[config.mk]
export PLATFORM = sky130hd
export DESIGN_NAME = oled_frame_streamer_flat
export DESIGN_NICKNAME = d
export VERILOG_FILES = /design/src/rtl/oled_frame_streamer_if.sv /design/src/rtl/oled_frame_streamer.sv /design/src/flat_wrapper.sv
export SDC_FILE = /design/constraint.sdc
export NUM_CORES = 1
export LEC_CHECK = 0
export ABC_AREA = 1
export ABC_CLOCK_PERIOD_IN_PS = 2500
export BUFFER_PORTS_ARGS = -buffer_cell sky130_fd_sc_hd__buf_2
export CORE_MARGIN = 8
export CORE_UTILIZATION = 55
export DETAILED_ROUTE_END_ITERATION = 10
export GPL_TIMING_DRIVEN = 0
export PLACE_DENSITY = 0.78
export SYNTH_ARGS = -nofsm -noshare
export SYNTH_HDL_FRONTEND = slang
export SYNTH_SLANG_ARGS = --single-unit
export TNS_END_PERCENT = 20
[constraint.sdc]
create_clock -name clk -period 2.5 [get_ports clk]
set_clock_uncertainty 0.1 [all_clocks]
set_input_delay 0.125 -clock clk [delete_from_list [all_inputs] [get_ports clk]]
set_output_delay 0.125 -clock clk [all_outputs]
set_load 0.02 [all_outputs]
[src/rtl/oled_frame_streamer_if.sv]
// Byte-source and transmitter handshake bundle for the OLED frame streamer.
// master = streamer side, slave = image source / serial transmitter side.
interface oled_frame_streamer_if;
  logic [9:0] byte_counter;
  logic [7:0] pixel_data;
  logic [7:0] tx_data;
  logic       tx_valid;
  logic       tx_ready;

  modport master (
    output byte_counter, tx_data, tx_valid,
    input  pixel_data, tx_ready
  );

  modport slave (
    input  byte_counter, tx_data, tx_valid,
    output pixel_data, tx_ready
  );
endinterface

[src/rtl/oled_frame_streamer.sv]
// Walks the image source over one OLED frame, hands each byte to the transmitter
// over valid/ready, then idles for an inter-frame gap; ticks the sprite animation.
module oled_frame_streamer #(
  parameter int FRAME_BYTES      = 1024,
  parameter int READ_LATENCY     = 1,
  parameter int FRAME_GAP_CYCLES = 270000,
  parameter int FRAMES_PER_STEP  = 8
) (
  input  logic                   clk,
  input  logic                   reset,
  input  logic                   enable,
  oled_frame_streamer_if.master  bus,
  output logic                   frame_start,
  output logic                   frame_done,
  output logic                   anim_tick,
  output logic                   busy,
  output logic [15:0]            frames_sent
);

  localparam int LAT_W  = (READ_LATENCY > 0) ? $clog2(READ_LATENCY + 1) : 1;
  localparam int GAP_W  = (FRAME_GAP_CYCLES > 1) ? $clog2(FRAME_GAP_CYCLES) : 1;
  localparam int STEP_W = (FRAMES_PER_STEP > 1) ? $clog2(FRAMES_PER_STEP) : 1;

  localparam logic [9:0]        LAST_BYTE = 10'(FRAME_BYTES - 1);
  localparam logic [LAT_W-1:0]  LAT_LAST  = LAT_W'(READ_LATENCY);
  localparam logic [GAP_W-1:0]  GAP_LAST  = GAP_W'(FRAME_GAP_CYCLES - 1);
  localparam logic [STEP_W-1:0] STEP_LAST = STEP_W'(FRAMES_PER_STEP - 1);

  typedef enum logic [1:0] {WAIT_EN, FETCH, SEND, GAP} state_t;

  state_t            state, state_nxt;
  logic [LAT_W-1:0]  lat_cnt, lat_nxt;
  logic [GAP_W-1:0]  gap_cnt, gap_nxt;
  logic [STEP_W-1:0] step_cnt, step_nxt;
  logic [9:0]        bc_nxt;
  logic [7:0]        data_nxt;
  logic              valid_nxt, start_nxt, done_nxt, tick_nxt, busy_nxt;
  logic [15:0]       frames_nxt;

  always_ff @(posedge clk or posedge reset) begin
    if (reset) begin
      state            <= WAIT_EN;
      lat_cnt          <= '0;
      gap_cnt          <= '0;
      step_cnt         <= '0;
      bus.byte_counter <= '0;
      bus.tx_data      <= '0;
      bus.tx_valid     <= 1'b0;
      frame_start      <= 1'b0;
      frame_done       <= 1'b0;
      anim_tick        <= 1'b0;
      busy             <= 1'b0;
      frames_sent      <= '0;
    end else begin
      state            <= state_nxt;
      lat_cnt          <= lat_nxt;
      gap_cnt          <= gap_nxt;
      step_cnt         <= step_nxt;
      bus.byte_counter <= bc_nxt;
      bus.tx_data      <= data_nxt;
      bus.tx_valid     <= valid_nxt;
      frame_start      <= start_nxt;
      frame_done       <= done_nxt;
      anim_tick        <= tick_nxt;
      busy             <= busy_nxt;
      frames_sent      <= frames_nxt;
    end
  end

  always_comb begin
    state_nxt  = state;
    lat_nxt    = lat_cnt;
    gap_nxt    = gap_cnt;
    step_nxt   = step_cnt;
    bc_nxt     = bus.byte_counter;
    data_nxt   = bus.tx_data;
    valid_nxt  = bus.tx_valid;
    start_nxt  = 1'b0;
    done_nxt   = 1'b0;
    tick_nxt   = 1'b0;
    frames_nxt = frames_sent;

    case (state)
      WAIT_EN: begin
        if (enable) begin
          bc_nxt    = '0;
          lat_nxt   = '0;
          start_nxt = 1'b1;
          state_nxt = FETCH;
        end
      end
      FETCH: begin
        // byte_counter is held until the source's registered read settles
        if (lat_cnt == LAT_LAST) begin
          data_nxt  = bus.pixel_data;
          valid_nxt = 1'b1;
          state_nxt = SEND;
        end else begin
          lat_nxt = lat_cnt + 1'b1;
        end
      end
      SEND: begin
        if (bus.tx_ready) begin
          valid_nxt = 1'b0;
          if (bus.byte_counter == LAST_BYTE) begin
            done_nxt   = 1'b1;
            frames_nxt = frames_sent + 16'd1;
            gap_nxt    = '0;
            state_nxt  = GAP;
            if (step_cnt == STEP_LAST) begin
              step_nxt = '0;
              tick_nxt = 1'b1;
            end else begin
              step_nxt = step_cnt + 1'b1;
            end
          end else begin
            bc_nxt    = bus.byte_counter + 10'd1;
            lat_nxt   = '0;
            state_nxt = FETCH;
          end
        end
      end
      GAP: begin
        if (gap_cnt == GAP_LAST) begin
          if (enable) begin
            bc_nxt    = '0;
            lat_nxt   = '0;
            start_nxt = 1'b1;
            state_nxt = FETCH;
          end else begin
            state_nxt = WAIT_EN;
          end
        end else begin
          gap_nxt = gap_cnt + 1'b1;
        end
      end
      default: state_nxt = WAIT_EN;
    endcase

    busy_nxt = (state_nxt == FETCH) || (state_nxt == SEND);
  end

endmodule

[src/flat_wrapper.sv]
// flat-port wrapper written by rule: the top's interface ports become plain ports
module oled_frame_streamer_flat 
#(
  parameter int FRAME_BYTES      = 1024,
  parameter int READ_LATENCY     = 1,
  parameter int FRAME_GAP_CYCLES = 270000,
  parameter int FRAMES_PER_STEP  = 8
)
  (clk, reset, enable, frame_start, frame_done, anim_tick, busy, frames_sent, bus_byte_counter, bus_tx_data, bus_tx_valid, bus_pixel_data, bus_tx_ready);
  oled_frame_streamer_if bus_i ();
  input  logic clk;
  input  logic reset;
  input  logic enable;
  output logic frame_start;
  output logic frame_done;
  output logic anim_tick;
  output logic busy;
  output logic [15:0] frames_sent;
  output wire logic [$bits(bus_i.byte_counter)-1:0] bus_byte_counter;
  output wire logic [$bits(bus_i.tx_data)-1:0] bus_tx_data;
  output wire logic [$bits(bus_i.tx_valid)-1:0] bus_tx_valid;
  input wire logic [$bits(bus_i.pixel_data)-1:0] bus_pixel_data;
  input wire logic [$bits(bus_i.tx_ready)-1:0] bus_tx_ready;
  assign bus_byte_counter = bus_i.byte_counter;
  assign bus_tx_data = bus_i.tx_data;
  assign bus_tx_valid = bus_i.tx_valid;
  assign bus_i.pixel_data = bus_pixel_data;
  assign bus_i.tx_ready = bus_tx_ready;
  oled_frame_streamer #(.FRAME_BYTES(FRAME_BYTES), .READ_LATENCY(READ_LATENCY), .FRAME_GAP_CYCLES(FRAME_GAP_CYCLES), .FRAMES_PER_STEP(FRAMES_PER_STEP)) u_core (.clk(clk), .reset(reset), .enable(enable), .bus(bus_i), .frame_start(frame_start), .frame_done(frame_done), .anim_tick(anim_tick), .busy(busy), .frames_sent(frames_sent));
endmodule
==> results.toml <==
[worst_setup_path]
required_ps = 2610
crit_start = "u_core.state[0]"
cp.arrival_ps = 2360
crit_type = "reg2reg"
worst_setup_path_start_kind = "flop"
timing.rr.start = "u_core.state[0]"
cp-end-kind = "flop"
cp_max_fo = 10

[final_layout]
antennaDiodeCount = 0
layout.nets = 520
post-route-util_pct = 66.5
area_growth_pct = 18.1
drive_above_1_share_pct = 20.1
finalNonFillerCells = 580

[floorplan]
dieArea_mm2 = 0.00929
die_h_um = 96.4
fp-row-count = 29
core_region_area_mm2 = 0.00631
start_util_pct = 56.3
io_pins = 51
die_x_um = 96.4

[placed_design]
post-place-ws_ps = 79.8
place_inst = 554
place_hpwl_mm = 5.81
gp_congestion = 0.891
port_buffers = 50

[cts]
path_clk_slew_ps = 70
clockBufferDepth = 2
cts_tree = "built"
cts_sinks = 64
htree_num_levels = 3
cts-buffers-inserted = 9
clk-insertion-delay-late_ps = 340
root_buffer = "clkbuf_8"

[pwr]
p_int_mw = 2.02
seq_power_share_pct = 42.2
pwr-share-comb_pct = 34.0
netSwitchingFraction_pct = 39.0
p_per_area_mw_per_mm2 = 791
p_switching_mw = 1.29
p_total_mw = 3.32
p_clk_share_pct = 23.8
leakage_nw = 2.05
vdd_drop_max_v = 0.000637

[yosys]
ys_ff_latch = 64
synth_edf_count = 0
synth_nets = 448
synth_area_mm2 = 0.00355
yosys.area.top_type = "dfrtp_1"
syn_inst = 426
synth_commonest_cells = "nand2_1, dfrtp_1, nor2_1"
synth_cell_type_count = 39
ys_warn_count = 0
yosysMostFrequentCell = "nand2_1"
yosys-top-cells-area = "dfrtp_1, nand2_1, xor2_1"
async_reset_ff_share_pct = 100
ys.flop_type = "dfrtp_1"
synth_area_per_cell_um2 = 8.34
yosysSeqAreaShare_pct = 45.1
synth_top_area_share_pct = 45.1

[detailed_routing]
drc_errors = 0
ant_nets = 0
drt-initial-drc-count = 183
wl_per_cell_um = 13.8
viasPerCell = 5.34
drt_pass1_iterations = 5
via_count = 3098
detail_route.wirelength_mm = 8.02

[global_routing]
antenna_found_initial = 0
grt_overflow = 0
grt_pass1_vias = 3093
grt_max_degree = 34
grt_pass1_wl_mm = 14.2
grtUsageTotal_pct = 19.5

[timing]
fin_crit_sh_pct = 90.1
rsz0062_at_grt = "no"
setup_tns_ps = 0
setup-violations-final = 0
worst_pin_slew_ps = 688
fmax_ghz = 0.444
slew_headroom_pct = 54.1
timing.final.ws_setup_ps = 247
hold_viol = 0
fin_crit_ps = 2250
report.final.slew_viol_count = 0

[status]
status = "finished clean"

[min_path]
min-delay-start = "bus_tx_ready"
hold_class = "in2reg"

[job]
drv_cap = 0
## worst max-delay path: stages, from the launching register on
cell	delay (ps)
dfrtp_1	430
ha_1	170
clkbuf_1	290
clkinv_1	390
o21ai_2	240
nand2_2	80
buf_6	140
buf_6	140
nand2_1	60
o31ai_1	70
## per-layer routing
| layer | track usage (%) | part of all wire [%] | up-vias |
|---|---|---|---|
| met5 | 0 | 0 | - |
| li1 | - | - | 1533 |
| met1 | 23.4 | 44 | 1472 |
| met3 | 6.41 | 5.7 | 10 |
| met2 | 32.1 | 49 | 83 |
| met4 | 6.68 | 1.3 | 0 |
## cells in the final DEF, fill, tap and decap left out, drive strengths merged, types with 9 or more instances in the layout
| cell type | netlist | final |
|---|---|---|
| buf | 6 | 57 |
| clkbuf | 5 | 16 |
| dfrtp | 64 | 64 |
| dlygate4sd3 | 0 | 10 |
| ha | 10 | 10 |
| inv | 40 | 40 |
| nand2 | 104 | 104 |
| nand3 | 34 | 34 |
| nor2 | 45 | 45 |
| nor3 | 10 | 10 |
| o21ai | 28 | 28 |
| xnor2 | 9 | 9 |
| xor2 | 24 | 24 |
## logic make-up (layout without fill, tap and decap cells)
group	count (synthesis)	count (layout)	share of synthesized area (%)
buffers and inverters	52	129	6.23
AO/OA/AOI/OAI	46	46	7.85
multiplexers	8	8	2.53
flip-flops	64	64	45.1
AND/OR/NAND/NOR	213	213	26.7
adder cells (fa/ha/maj)	10	10	3.52
XOR/XNOR	33	33	8.13
## sequential cells by signal, summed over array words and instances (netlist names)
| register | count |
|---|---|
| u_core.gap_cnt | 19 |
| u_core.frames_sent | 16 |
| u_core.bus.byte_counter | 10 |
| u_core.bus.tx_data | 8 |
| u_core.step_cnt | 3 |
| u_core.state | 2 |
| u_core.anim_tick | 1 |
| u_core.bus.tx_valid | 1 |
| u_core.busy | 1 |
| u_core.frame_done | 1 |
| u_core.frame_start | 1 |
| u_core.lat_cnt | 1 |
## path summary, 6_finish.rpt
check | to | slack (ps) | cells past startpoint
max | u_core.gap_cnt[13] | 250 | 9
min | u_core.bus.tx_valid | 150 | 6
max reg2reg | u_core.gap_cnt[13] | 250 | 9
min reg2reg | u_core.frames_sent[15] | 380 | 1
max in group asynchronous | u_core.gap_cnt[6] | 1350 | 4
min in group asynchronous | u_core.step_cnt[1] | 340 | 3
## area by class of cell
type	count	area (um2)
clock buffers	11	141
inverters	41	156
flip-flops and latches	64	1600
clock inverters	5	32.5
repair buffers	61	370
plain buffers	11	66.3
well taps	77	96.3
multi-input cells	310	1730
fillers	524	2120
## through the flow
stage / cell area [um2] / hold WS [ps]
2_1_floorplan: 3550 / 159
3_3_place_gp: 3900 / 256
3_5_place_dp: 3920 / 178
4_1_cts: 4200 / 141
5_1_grt: 4200 / 215
6_report: 4200 / 154
## power by group through the flow
stage / registers [mW] / clock network (mW) / logic (mW)
after global routing: 1.43 / 0.865 / 1.27
after global placement: 1.40 / 0 / 1.06
final: 1.40 / 0.791 / 1.13
after CTS: 1.39 / 0.810 / 1.13
after floorplan: 1.50 / 0 / 0.681
after detailed placement: 1.41 / 0 / 1.11
## what timing repair did
item | 4_1_cts | 5_1_grt
hold buffers | 10 | 0
setup endpoints to repair | 0 | 11
resized for setup | 0 | 2
endpoints found under the hold margin | 41 | 0
setup buffers | 0 | 0
No activity file was read; power rests on OpenSTA's default activity.
